File: src/rtl/spi_mem_host_pkg.sv
// Shared definitions for the SPI memory host and the SPI-slave-to-APB bridge.
// Contents:
//   state_e   - host controller FSM state encoding
//   DIR_WRITE - direction byte sent for a write transaction
//   DIR_READ  - direction byte sent for a read transaction
package spi_mem_host_pkg;

    typedef enum logic [2:0] {
        StIdle,
        StStart,
        StAddr,
        StDir,
        StData,
        StWaitRx,
        StStop
    } state_e;

    localparam logic [7:0] DIR_WRITE = 8'h01;
    localparam logic [7:0] DIR_READ  = 8'h00;

endpackage

File: src/rtl/spi_mem_host.sv
// SPI memory host: turns a command (write/read, address, length) into a byte
// sequence for an SPI byte engine: start, address bytes (LSB first), direction
// byte, then data bytes, then stop. One engine byte is outstanding at a time.
// Ports:
//   clk, rst                          - clock, async active-high reset
//   cmd_valid/ready, cmd_write,
//   cmd_addr, cmd_len                 - command handshake and fields
//   wdata_valid/ready, wdata          - write byte stream (into the host)
//   rdata_valid/ready, rdata          - read byte stream (out of the host)
//   eng_start, eng_stop               - chip-select assert / release pulses
//   eng_tx_valid/ready, eng_tx_byte   - byte to shift out
//   eng_rx_valid, eng_rx_byte         - byte shifted in, one per tx byte
//   busy, done                        - activity flag, end-of-transaction pulse
module spi_mem_host
    import spi_mem_host_pkg::*;
#(
    parameter int unsigned ADDR_BYTES = 1,
    parameter int unsigned LEN_WIDTH  = 8
) (
    input  logic                    clk,
    input  logic                    rst,
    input  logic                    cmd_valid,
    output logic                    cmd_ready,
    input  logic                    cmd_write,
    input  logic [ADDR_BYTES*8-1:0] cmd_addr,
    input  logic [LEN_WIDTH-1:0]    cmd_len,
    input  logic                    wdata_valid,
    output logic                    wdata_ready,
    input  logic [7:0]              wdata,
    output logic                    rdata_valid,
    input  logic                    rdata_ready,
    output logic [7:0]              rdata,
    output logic                    eng_start,
    output logic                    eng_stop,
    output logic                    eng_tx_valid,
    input  logic                    eng_tx_ready,
    output logic [7:0]              eng_tx_byte,
    input  logic                    eng_rx_valid,
    input  logic [7:0]              eng_rx_byte,
    output logic                    busy,
    output logic                    done
);

    localparam int unsigned ADDR_W = ADDR_BYTES * 8;
    // Wide enough for ADDR_BYTES + 1 + (2^LEN_WIDTH - 1) slots.
    localparam int unsigned SLOT_W = LEN_WIDTH + $clog2(ADDR_BYTES + 2);
    localparam int unsigned AIDX_W = $clog2(ADDR_BYTES + 1);
    localparam logic [AIDX_W-1:0] ADDR_LAST = AIDX_W'(ADDR_BYTES);

    state_e              state_q, state_d;
    logic                write_q;
    logic [ADDR_W-1:0]   addr_q;
    logic [SLOT_W-1:0]   slots_left_q;
    logic [AIDX_W-1:0]   addr_idx_q;
    logic                dir_sent_q;
    logic                rx_keep_q;
    logic                len0_done_q;
    logic                rdata_valid_q;
    logic [7:0]          rdata_q;
    logic                stop_fire;
    logic                cmd_hs;
    logic                tx_hs;
    logic [SLOT_W-1:0]   slots_total;

    assign cmd_ready   = (state_q == StIdle) && !rst;
    assign cmd_hs      = cmd_valid && cmd_ready;
    assign tx_hs       = eng_tx_valid && eng_tx_ready;
    // Reads fold data byte 0 into the DIR slot, so they need one slot fewer.
    assign slots_total = SLOT_W'(ADDR_BYTES) + SLOT_W'(cmd_len) + SLOT_W'(cmd_write);

    assign busy        = (state_q != StIdle);
    assign done        = len0_done_q || stop_fire;
    assign eng_stop    = stop_fire;
    assign rdata_valid = rdata_valid_q;
    assign rdata       = rdata_q;

    always_comb begin
        state_d      = state_q;
        eng_start    = 1'b0;
        stop_fire    = 1'b0;
        eng_tx_valid = 1'b0;
        eng_tx_byte  = 8'h00;
        wdata_ready  = 1'b0;
        unique case (state_q)
            StIdle: begin
                if (cmd_hs && (cmd_len != '0)) state_d = StStart;
            end
            StStart: begin
                eng_start = 1'b1;
                state_d   = StAddr;
            end
            StAddr: begin
                eng_tx_valid = 1'b1;
                eng_tx_byte  = addr_q[7:0];
                if (eng_tx_ready) state_d = StWaitRx;
            end
            StDir: begin
                eng_tx_valid = 1'b1;
                eng_tx_byte  = write_q ? DIR_WRITE : DIR_READ;
                if (eng_tx_ready) state_d = StWaitRx;
            end
            StData: begin
                if (write_q) begin
                    eng_tx_valid = wdata_valid;
                    eng_tx_byte  = wdata;
                    wdata_ready  = eng_tx_ready;
                end else begin
                    // Hold off the next dummy byte until the previous read byte is taken.
                    eng_tx_valid = !rdata_valid_q;
                end
                if (tx_hs) state_d = StWaitRx;
            end
            StWaitRx: begin
                if (eng_rx_valid) begin
                    if (slots_left_q == SLOT_W'(1)) state_d = StStop;
                    else if (addr_idx_q != ADDR_LAST) state_d = StAddr;
                    else if (!dir_sent_q)             state_d = StDir;
                    else                              state_d = StData;
                end
            end
            StStop: begin
                // Wait for the final read byte to drain before releasing chip select.
                if (!rdata_valid_q) begin
                    stop_fire = 1'b1;
                    state_d   = StIdle;
                end
            end
            default: state_d = StIdle;
        endcase
    end

    always_ff @(posedge clk or posedge rst) begin
        if (rst) begin
            state_q       <= StIdle;
            write_q       <= 1'b0;
            addr_q        <= '0;
            slots_left_q  <= '0;
            addr_idx_q    <= '0;
            dir_sent_q    <= 1'b0;
            rx_keep_q     <= 1'b0;
            len0_done_q   <= 1'b0;
            rdata_valid_q <= 1'b0;
            rdata_q       <= 8'h00;
        end else begin
            state_q     <= state_d;
            len0_done_q <= cmd_hs && (cmd_len == '0);
            if (cmd_hs) begin
                write_q      <= cmd_write;
                addr_q       <= cmd_addr;
                slots_left_q <= slots_total;
                addr_idx_q   <= '0;
                dir_sent_q   <= 1'b0;
            end
            if (tx_hs) begin
                rx_keep_q <= !write_q && (state_q != StAddr);
                if (state_q == StAddr) begin
                    addr_q     <= addr_q >> 8;
                    addr_idx_q <= addr_idx_q + AIDX_W'(1);
                end
                if (state_q == StDir) dir_sent_q <= 1'b1;
            end
            if (rdata_valid_q && rdata_ready) rdata_valid_q <= 1'b0;
            if ((state_q == StWaitRx) && eng_rx_valid) begin
                slots_left_q <= slots_left_q - SLOT_W'(1);
                if (rx_keep_q) begin
                    rdata_q       <= eng_rx_byte;
                    rdata_valid_q <= 1'b1;
                end
            end
        end
    end

endmodule

File: config.mk
export PLATFORM = sky130hd
export DESIGN_NAME = spi_mem_host
export DESIGN_NICKNAME = d
export VERILOG_FILES = /design/src/rtl/spi_mem_host_pkg.sv /design/src/rtl/spi_mem_host.sv
export SDC_FILE = /design/constraint.sdc
export NUM_CORES = 1
export LEC_CHECK = 0
export ABC_AREA = 1
export CELL_PAD_IN_SITES_DETAIL_PLACEMENT = 0
export CELL_PAD_IN_SITES_GLOBAL_PLACEMENT = 2
export CORE_MARGIN = 2
export CORE_UTILIZATION = 30
export CTS_CLUSTER_DIAMETER = 200
export DETAILED_ROUTE_END_ITERATION = 16
export DONT_BUFFER_PORTS = 1
export PLACE_DENSITY_LB_ADDON = 0.1
export SLEW_MARGIN = 25
export SYNTH_ARGS = -nofsm -noshare
export SYNTH_HDL_FRONTEND = slang
export SYNTH_SLANG_ARGS = --single-unit
File: constraint.sdc
create_clock -name clk -period 3 [get_ports clk]
set_clock_uncertainty 0.1 [all_clocks]
set_input_delay 0.15 -clock clk [delete_from_list [all_inputs] [get_ports clk]]
set_output_delay 0.15 -clock clk [all_outputs]
set_load 0.01 [all_outputs]
==> metrics.md, run 1 <==
| Metric | Value |
|---|---|
| Layout cells sized above 1 | `9.904%` |
| Worst slew pin tran | `0.6785 ns` |
| Fmax | `about 500 MHz` |
| CTS Buffer Depth | `2` |
| Worst setup margin | `1.008 ns` |
| VDD IR max | `about 0.3 mV` |
| Post-Place Worst Slack | `around 0.97 ns` |
| Clock Power Share | `between 10% and 20%` |
| Slowest CP cell | `dfrtp_1` |
| Diode count | `0` |
| Crit path DAT | `~2.1 ns` |
| Post-synthesis sequential area ratio | `41.35%` |
| Top cells by area, synth | `dfrtp_1 (41%), nand2_1 (14%), nand3_1 (6.9%)` |
| RSZ-0062 raised after global routing | `false` |
| Main synth FF type | `dfrtp_1` |
| Initial DRC Count | `70` |
| Avg WL per Cell | `14.01 µm` |
| Crit path largest cell delay | `around 0.42 ns` |
| Initial antenna violation count | `0` |
| Sw Share | `43.33%` |
| CTS tree | `done` |
| Mapped cell area | `about 2100 µm²` |
| CTS H-tree depth | `2` |
| Filler cells | `slightly below 800` |
| Vias | `approximately 1900` |
| Die area | `~7700 µm²` |
| Worst path required time | `around 3.1 ns` |
| Row count | `30` |
| CORE AREA | `between 6000 and 7000 µm²` |
| Cts bufs inserted | `5` |
| Period utilization | `around two thirds` |
| Share of Yosys cell area claimed by the top area cell type | `between 40% and 50%` |
| Fin nets | `~360` |
| Seq cells post-synth | `35` |
| Setup crit start kind | `flip-flop` |
| Final Hold Violating Endpoints | `0` |
| Mapped Cells | `about 290` |
| Max-Cap Viols | `0` |
| Global Route Usage Sum | `roughly 16%` |
| Via/cell ratio | `about 4.7` |
| Worst slew margin | `54.35%` |
| Internal power | `roughly 1.1 mW` |
| Syn. warnings | `0` |
| # DRC | `0` |
| Post-route minimum period | `between 1.5 and 2 ns` |
| Power Dens Cells | `763.8 nW/µm²` |
| Worst-Skew Late Latency | `approximately 0.29 ns` |
| Area Overhead vs Synth | `19.49%` |
| Switching power | `about 0.84 mW` |
| Lkg Pwr | `between 1 and 1.5 nW` |
| Die height | `88.03 µm` |
| Most frequent cells after synthesis | `nand2_1 (80), inv_1 (37), dfrtp_1 (35)` |
| Post-route ant nets | `0` |
| # setup viols final | `0` |
| Vias in the first global route | `a little under 2000` |
| Global-route wire length before repair | `a little over 9000 µm` |
| Hold Path Class | `primary input to flip-flop` |
| Critical Path End Type | `flip-flop` |
| Top-count cell post-synth | `nand2_1` |
| Share of power burned in registers | `~43%` |
| Grt total ovfl | `0` |
| CP Max Fanout | `12` |
| Die X | `around 88 µm` |
| Syn avg cell area | `about 7.4 µm²` |
| Initial DRT Pass Iterations | `4` |
| Reg clk slew, reported paths | `~0.07 ns` |
| CP cell instances | `nor2_1 > nand3_1 > inv_1 > nand2_1 > buf_4 > nand2_1 > nand2_1 > a22oi_1` |
| Area leader, netlist | `dfrtp_1` |
| Post-synth net total | `between 300 and 400` |
| # IOs | `64` |
| Final TNS setup | `0 ns` |
| Final WL | `about 5700 µm` |
| Root Buffer | `clkbuf_8` |
| Port bufs | `0` |
| Gpl congestion | `0.7829` |
| DP Wirelength | `4286 µm` |
| Critical path class | `flip-flop to flip-flop` |
| Initial Utilization | `31.01%` |
| Synth unique cells | `33` |
| Largest net degree at the start of global routing | `36` |
| Max Slew Vio Count | `0` |
| Clock Sinks | `35` |
| Power share of the combinational group | `about 40%` |
| CP dominant cell by count | `nand2_1` |
| Status | `finished clean` |
| Async set-reset flop share out of synthesis | `100.0%` |
| Number of synthesized flops with an enable pin | `0` |
worst paths after layout:
path / depth (start not counted) / startpoint / slack, ns / end
max in group asynchronous: 3 / rst / 2.03 / addr_q[5]$_DFF_PP0_
max: 8 / state_q[0]$_DFFE_PP0P_ / 1.01 / slots_left_q[0]$_DFFE_PP0P_
min reg2reg: 2 / rx_keep_q$_DFFE_PP0N_ / 0.41 / rx_keep_q$_DFFE_PP0N_
max reg2reg: 8 / state_q[0]$_DFFE_PP0P_ / 1.01 / slots_left_q[0]$_DFFE_PP0P_
min: 3 / cmd_len[1] / 0.03 / slots_left_q[1]$_DFFE_PP0P_
min in group asynchronous: 3 / rst / 0.44 / slots_left_q[2]$_DFFE_PP0P_
power groups by stage:
| stage | logic (mW) | registers (mW) | clock network, mW |
|---|---|---|---|
| 2_1_floorplan | 0.640 | 0.784 | 0 |
| 3_3_place_gp | 0.788 | 0.840 | 0 |
| 3_5_place_dp | 0.774 | 0.836 | 0 |
| 4_1_cts | 0.799 | 0.831 | 0.330 |
| 5_1_grt | 0.914 | 0.860 | 0.345 |
| 6_report | 0.788 | 0.830 | 0.315 |
through the flow:
step / hold slack (ns) / instances / utilization (%) / cell area (µm²) / power, mW
after floorplan: 0.1464 / 287 / - / 2118 / 1.424
after global placement: 0.1548 / 381 / 32.77 / 2238 / 1.628
after detailed placement: 0.1617 / 381 / 32.77 / 2238 / 1.610
after CTS: 0.02389 / 409 / 37.05 / 2531 / 1.960
after global routing: 0.03891 / 409 / 37.05 / 2531 / 2.118
final: 0.02787 / 409 / 37.05 / 2531 / 1.933
state kept, by name, summed over array words and instances, names as in the netlist:
register / count
slots_left_q: 10
addr_q: 8
rdata: 8
state_q: 3
addr_idx_q: 1
dir_sent_q: 1
len0_done_q: 1
rdata_valid: 1
rx_keep_q: 1
write_q: 1
critical path: cells and delay by family (launching register included):
kind | cells | cell delay, ns
and+or+nand+nor | 5 | 0.83
buffers and inverters | 2 | 0.42
DFF | 1 | 0.42
AOI/OAI and AO/OA | 1 | 0.13
layer usage:
layer,up-vias,GRT usage (%),part of all wire (%)
li1,977,-,-
met1,870,20.74,49
met2,49,26.17,45
met3,6,3.110,5.0
met4,0,5.372,1.0
met5,-,0,0
kinds of logic after synthesis:
family / Yosys count / share of synthesized area, %
adder cells (fa/ha/maj): 4 / 2.363
AO/OA/AOI/OAI: 41 / 10.69
multiplexers: 8 / 4.253
flip-flops: 35 / 41.35
buffers and inverters: 43 / 7.796
XOR/XNOR: 2 / 0.8271
AND/OR/NAND/NOR: 154 / 32.72
what timing repair did:
item | in CTS | in global routing
hold buffers | 22 | 0
gates resized for setup | 0 | 0
endpoints found under the hold margin | 57 | 0
buffers inserted | 0 | 0
setup endpoints to repair | 0 | 0
cell usage in the layout (no fill, tap or decap), drive strengths merged:
cell	n
mux2	8
a21boi	1
xnor2	1
o21bai	2
o31ai	1
dfrtp	35
xor2	1
o22ai	1
a31oi	1
clkbuf	6
dlygate4sd3	22
ha	4
or2	5
o221ai	1
a21oi	13
a22oi	1
buf	3
o21ai	19
nor4	1
nor3	4
nand3	30
nand4	3
nand2	82
inv	38
nor2	27
and2	1
o211ai	1
nand3b	1
layout make-up:
class	instances	area (µm²)	area share, %
clock buffer	6	72.57	2.867
inverter	38	142.6	5.635
multi-input combinational	209	1077	42.56
sequential	35	875.8	34.60
tap	96	120.1	4.745
timing repair buffer	25	242.7	9.590
(Power assumes the default switching activity.)
==> run 2, diff against run 1 <==
==> constraint.sdc (replaced) <==
create_clock -name clk -period 1.9 [get_ports clk]
set_clock_uncertainty 0.1 [all_clocks]
set_input_delay 0.095 -clock clk [delete_from_list [all_inputs] [get_ports clk]]
set_output_delay 0.095 -clock clk [all_outputs]
set_load 0.01 [all_outputs]
==> metrics.md, run 2 (synthesized netlist as in run 1, its figures left out) <==
| Metric | Value |
|---|---|
| CTS Buffer Depth | `2 (unchanged)` |
| Final TNS setup | `0 ns (unchanged)` |
| Row count | `30 (unchanged)` |
| Reg2reg start | `state_q[1]$_DFFE_PP0P_` |
| Diode count | `0 (unchanged)` |
| Crit path launch | `state_q[1]$_DFFE_PP0P_` |
| Grt total ovfl | `0 (unchanged)` |
| Hold Path Class | `primary input to flip-flop` |
| VDD IR max | `0.4626 mV (+57%)` |
| Status | `finished clean` |
| Setup crit start kind | `flip-flop` |
| Final WL | `5910 µm (+3.2%)` |
| Initial antenna violation count | `0 (unchanged)` |
| Power Dens Cells | `1256 nW/µm² (+64%)` |
| Post-route ant nets | `0 (unchanged)` |
| Setup bufs post-CTS | `0 (unchanged)` |
| Period utilization | `91.35% (+25 points)` |
| Root Buffer | `clkbuf_8` |
| Max Slew Vio Count | `0 (unchanged)` |
| # IOs | `64 (unchanged)` |
| Hold Slack | `0.006651 ns (-0.02122 ns)` |
| Largest net degree at the start of global routing | `36 (unchanged)` |
| CTS tree | `done` |
| RSZ-0062 raised after global routing | `false` |
| Via/cell ratio | `4.618 (-0.69%)` |
| Vias in the first global route | `2066 (+4.9%)` |
| Lkg Pwr | `1.324 nW (+7.7%)` |
| Top reg by flops | `slots_left_q` |
| Vias | `1972 (+3.7%)` |
| Post-route minimum period | `1.736 ns (-0.2568 ns)` |
| Hold Crit Start | `cmd_len[4]` |
| CORE AREA | `6832 µm² (unchanged)` |
| Gpl congestion | `0.8244 (+5.3%)` |
| Reg clk slew, reported paths | `0.08 ns (about the same)` |
| CP Max Fanout | `6 (-6)` |
| Final Hold Violating Endpoints | `0 (unchanged)` |
| Fin nets | `374 (+4.5%)` |
| Clock Sinks | `35 (unchanged)` |
| Max FFs per register | `10 (unchanged)` |
| Filler cells | `736 (-6.8%)` |
| Initial DRT Pass Iterations | `4 (unchanged)` |
| Most frequent cells in the layout | `nand2_1 (80), inv_1 (36), dfrtp_1 (35), nand3_1 (29), dlygate4sd3_1 (27)` |
| Worst setup margin | `0.1644 ns (-0.8432 ns)` |
| Avg WL per Cell | `13.84 µm (-1.2%)` |
| Max-Cap Viols | `0 (unchanged)` |
| # DRC | `0 (unchanged)` |
| Post-Place Worst Slack | `0.1584 ns (-0.8087 ns)` |
| Critical Path End Type | `flip-flop` |
| Global Route Usage Sum | `16.63% (+0.83 points)` |
| # setup viols final | `0 (unchanged)` |
| Worst path required time | `1.97 ns (-1.13 ns)` |
| Design Area, Final | `2716 µm² (+7.3%)` |
| Cts bufs inserted | `5 (unchanged)` |
| Worst-Skew Late Latency | `0.29 ns (about the same)` |
| Die area | `7749 µm² (unchanged)` |
| Area Overhead vs Synth | `28.23%` |
| Initial DRC Count | `65 (-7.1%)` |
| Layout cells sized above 1 | `13.90% (+4.0 points)` |
| Port bufs | `0 (unchanged)` |
| Die height | `88.03 µm (unchanged)` |
| Die X | `88.03 µm (unchanged)` |
| Post_cts resized | `0 (unchanged)` |
| Fmax | `576.2 MHz (+15%)` |
| Critical path class | `flip-flop to flip-flop` |
| Global-route wire length before repair | `9963 µm (+7.5%)` |
| Worst slew margin | `69.12% (+15 points)` |
| DP Wirelength | `4427 µm (+3.3%)` |
| Crit path DAT | `1.81 ns (-0.28 ns)` |
| Area after DPL | `2325 µm² (+3.9%)` |
| CTS H-tree depth | `2 (unchanged)` |
| Layout Utilization | `39.76% (+2.7 points)` |
| Worst slew pin tran | `0.4632 ns (-0.2153 ns)` |
| Commonest non-fill, non-tap cell in the layout | `nand2_1` |
| Initial Utilization | `31.01% (unchanged)` |
## run 2: through the flow
step,instances,total power [mW]
after floorplan,287,2.250
after global placement,392,2.677
after detailed placement,392,2.663
after CTS,427,3.455
after global routing,427,3.745
final,427,3.411
## run 2: area by class of cell
cell class | instances | area, µm² | share of cell area, %
Inverter | 38 | 146.4 | 5.389
Clock inverter | 2 | 38.79 | 1.428
Multi-Input combinational cell | 209 | 1077 | 39.66
Sequential cell | 35 | 875.8 | 32.24
Tap cell | 96 | 120.1 | 4.422
Timing Repair Buffer | 41 | 375.4 | 13.82
Clock buffer | 6 | 82.58 | 3.040
## run 2: worst paths after layout
path | end | slack, ns | cells past startpoint
setup / recovery | slots_left_q[6]$_DFFE_PP0P_ | 0.16 | 8
hold / removal | slots_left_q[4]$_DFFE_PP0P_ | 0.007 | 3
setup reg to reg | slots_left_q[6]$_DFFE_PP0P_ | 0.16 | 8
hold reg to reg | rx_keep_q$_DFFE_PP0N_ | 0.41 | 2
max in group asynchronous | rdata[7]$_DFFE_PP0P_ | 1.01 | 3
min in group asynchronous | addr_q[1]$_DFF_PP0_ | 0.37 | 3
## run 2: repair_timing
action,CTS,global route
endpoints found under the hold margin,62,0
endpoints found under the setup margin,0,0
hold buffers,27,0
## run 2: power breakdown
part | switching, mW | leakage [nW] | internal [mW] | total (mW)
Combinational | 0.834 | 0.815 | 0.553 | 1.39
Sequential | 0.260 | 0.448 | 1.03 | 1.29
Clock | 0.299 | 0.0618 | 0.432 | 0.730
Total | 1.39 | 1.32 | 2.02 | 3.41
## run 2: layer usage
| layer | vias to the layer above | GRT usage (%) | wire (µm) |
|---|---|---|---|
| li1 | 1012 | - | - |
| met1 | 905 | 22.31 | 2857 |
| met2 | 49 | 27.00 | 2729 |
| met3 | 6 | 3.770 | 275 |
| met4 | 0 | 4.821 | 48 |
| met5 | - | 0 | 0 |
## run 2: critical path, cell delays in order, from the launching register on
cell,delay [ns]
dfrtp_1,0.41
inv_1,0.12
nand2_1,0.18
nor2_4,0.17
nand2_2,0.15
nor2_4,0.14
nand2_1,0.11
o21bai_1,0.14
nand3_1,0.09
==> run 3, diff against run 2 <==
==> constraint.sdc (replaced) <==
create_clock -name clk -period 1.9 [get_ports clk]
set_clock_uncertainty 0.1 [all_clocks]
set_input_delay 0.19 -clock clk [delete_from_list [all_inputs] [get_ports clk]]
set_output_delay 0.19 -clock clk [all_outputs]
set_load 0.01 [all_outputs]
==> metrics.md, run 3 (synthesized netlist as in run 1, its figures left out) <==
| Metric | Value |
|---|---|
| Status | `finished clean` |
| CP Max Fanout | `7 (+1)` |
| Final Hold Violating Endpoints | `0 (unchanged)` |
| Clock Sinks | `35 (unchanged)` |
| Sw Share | `43.11% (+2.3 points)` |
| Crit path DAT | `1.49 ns (-0.32 ns)` |
| DP Wirelength | `4477 µm (+1.1%)` |
| Post-route minimum period | `1.784 ns (+0.04885 ns)` |
| Most frequent cells in the layout | `nand2_1 (79), inv_1 (36), dfrtp_1 (35), nand3_1 (29), nor2_1 (21)` |
| # IOs | `64 (unchanged)` |
| Global-route wire length before repair | `9618 µm (-3.5%)` |
| Setup bufs post-CTS | `0 (unchanged)` |
| Hold Crit Start | `cmd_len[5]` |
| Final TNS setup | `0 ns (unchanged)` |
| Crit path largest cell delay | `0.40 ns (about the same)` |
| Worst-Skew Late Latency | `0.29 ns (about the same)` |
| Initial DRC Count | `84 (+29%)` |
| Row count | `30 (unchanged)` |
| Fin nets | `366 (-2.1%)` |
| Area Overhead vs Synth | `22.92%` |
| CTS Buffer Depth | `2 (unchanged)` |
| Gpl congestion | `0.7483 (-9.2%)` |
| Crit path launch | `state_q[2]$_DFFE_PP0P_` |
| Diode count | `0 (unchanged)` |
| Worst path required time | `1.61 ns (-0.36 ns)` |
| Slowest CP cell | `dfrtp_1` |
| CORE AREA | `6832 µm² (unchanged)` |
| Commonest non-fill, non-tap cell in the layout | `nand2_1` |
| Final Power | `3.215 mW (-5.8%)` |
| Die area | `7749 µm² (unchanged)` |
| Global Route Usage Sum | `16.32% (-0.31 points)` |
| Final WL | `5786 µm (-2.1%)` |
| Port bufs | `0 (unchanged)` |
| Critical path class | `flip-flop to primary output` |
| Initial antenna violation count | `0 (unchanged)` |
| Clock Power Share | `16.6% (-4.8 points)` |
| Setup crit start kind | `flip-flop` |
| # setup viols final | `0 (unchanged)` |
| CP dominant cell by count | `nand2_1` |
| Max FFs per register | `10 (unchanged)` |
| Internal power | `1.829 mW (-9.4%)` |
| CTS H-tree depth | `2 (unchanged)` |
| Root Buffer | `clkbuf_8` |
| # DRC | `0 (unchanged)` |
| CP cell instances | `inv_2 > nand2_1 > nand2_1 > inv_1 > a31oi_1` |
| Vias | `1940 (-1.6%)` |
| Lkg Pwr | `1.269 nW (-4.2%)` |
| VDD IR max | `0.3963 mV (-14%)` |
| Max Slew Vio Count | `0 (unchanged)` |
| Worst slew pin tran | `0.4636 ns (+0.0004094 ns)` |
| Critical Path End Type | `primary output` |
| Worst slew margin | `69.09% (about the same)` |
| Share of power burned in registers | `40.2% (+2.3 points)` |
| Die X | `88.03 µm (unchanged)` |
| Power share of the combinational group | `43.2% (+2.5 points)` |
| Grt total ovfl | `0 (unchanged)` |
| Largest net degree at the start of global routing | `36 (unchanged)` |
| Avg WL per Cell | `13.81 µm (-0.23%)` |
| Power Dens Cells | `1235 nW/µm² (-1.7%)` |
| Reg2reg start | `state_q[1]$_DFFE_PP0P_` |
| Top reg by flops | `slots_left_q` |
| Post-route ant nets | `0 (unchanged)` |
| Period utilization | `93.92% (+2.6 points)` |
| Cts bufs inserted | `5 (unchanged)` |
| Initial DRT Pass Iterations | `4 (unchanged)` |
| Vias in the first global route | `1962 (-5.0%)` |
| Initial Utilization | `31.01% (unchanged)` |
| Max-Cap Viols | `0 (unchanged)` |
| RSZ-0062 raised after global routing | `false` |
| Reg clk slew, reported paths | `0.07 ns (about the same)` |
| Via/cell ratio | `4.630 (+0.26%)` |
| Layout cells sized above 1 | `13.93% (+0.035 points)` |
| Switching power | `1.386 mW (-0.49%)` |
| Hold Path Class | `primary input to flip-flop` |
| CTS tree | `done` |
| Fmax | `560.4 MHz (-2.7%)` |
| Die height | `88.03 µm (unchanged)` |
| R2R Setup Slk | `0.20 ns (+0.04 ns)` |
run 3: cell types whose count changed in the layout (fill, tap and decap cells not counted), sizes merged:
cell         change
clkbuf           +1
clkinv           +1
dlygate4sd3      -7
inv              -1
bufinv           -1
buf              -1
run 3: power groups by stage:
stage                     sequential, mW  combinational, mW  clock [mW]
after floorplan                     1.24               1.01           0
after global placement              1.30               1.37           0
after detailed placement            1.30               1.35           0
after CTS                           1.29               1.39       0.552
after global routing                1.34               1.60       0.579
final                               1.29               1.39       0.534
run 3: path summary, 6_finish.rpt:
kind	endpoint	depth (start not counted)
max	eng_tx_valid	5
min reg2reg	rx_keep_q$_DFFE_PP0N_	2
min	slots_left_q[5]$_DFFE_PP0P_	3
max in group asynchronous	addr_q[4]$_DFF_PP0_	3
min in group asynchronous	rdata[5]$_DFFE_PP0P_	3
max reg2reg	slots_left_q[7]$_DFFE_PP0P_	6
run 3: cell type report:
type | instances | area [µm²]
Fill cell | 764 | 4228
Multi-Input combinational cell | 209 | 1082
Sequential cell | 35 | 875.8
Timing Repair Buffer | 33 | 297.8
Inverter | 38 | 146.4
Tap cell | 96 | 120.1
Clock buffer | 7 | 76.32
Clock inverter | 1 | 5.005
run 3: worst max-delay path, delay by kind of cell (launching register included):
family                 cells  cell delay, ns
buffers and inverters      2            0.24
AND/OR/NAND/NOR            2            0.27
AO/OA/AOI/OAI              1            0.30
flip-flops                 1            0.40
run 3: per-stage QoR:
| step | area [µm²] | hold WS (ns) | utilization (%) | instances | worst slack [ns] |
|---|---|---|---|---|---|
| floorplan | 2122 | 0.04135 | - | 287 | 0.1179 |
| global placement | 2317 | 0.1895 | 33.92 | 391 | 0.1125 |
| detailed placement | 2317 | 0.1936 | 33.92 | 391 | 0.1710 |
| CTS | 2599 | 0.007269 | 38.04 | 419 | 0.05511 |
| global route | 2604 | 0.03005 | 38.11 | 419 | 0.01619 |
| finish | 2604 | 0.007488 | 38.11 | 419 | 0.1155 |
run 3: timing repair:
action | 4_1_cts | 5_1_grt
endpoints found under the hold margin | 54 | 0
hold buffers | 20 | 0
setup endpoints to repair | 0 | 11
gates resized for setup | 0 | 10
run 3: routing by layer:
layer / GRT usage [%] / part of all wire (%) / routed length [µm]
met3: 4.713 / 5.5 / 317
met1: 22.38 / 48 / 2777
met4: 3.719 / 0.99 / 57
met5: 0 / 0 / 0
met2: 25.69 / 46 / 2634
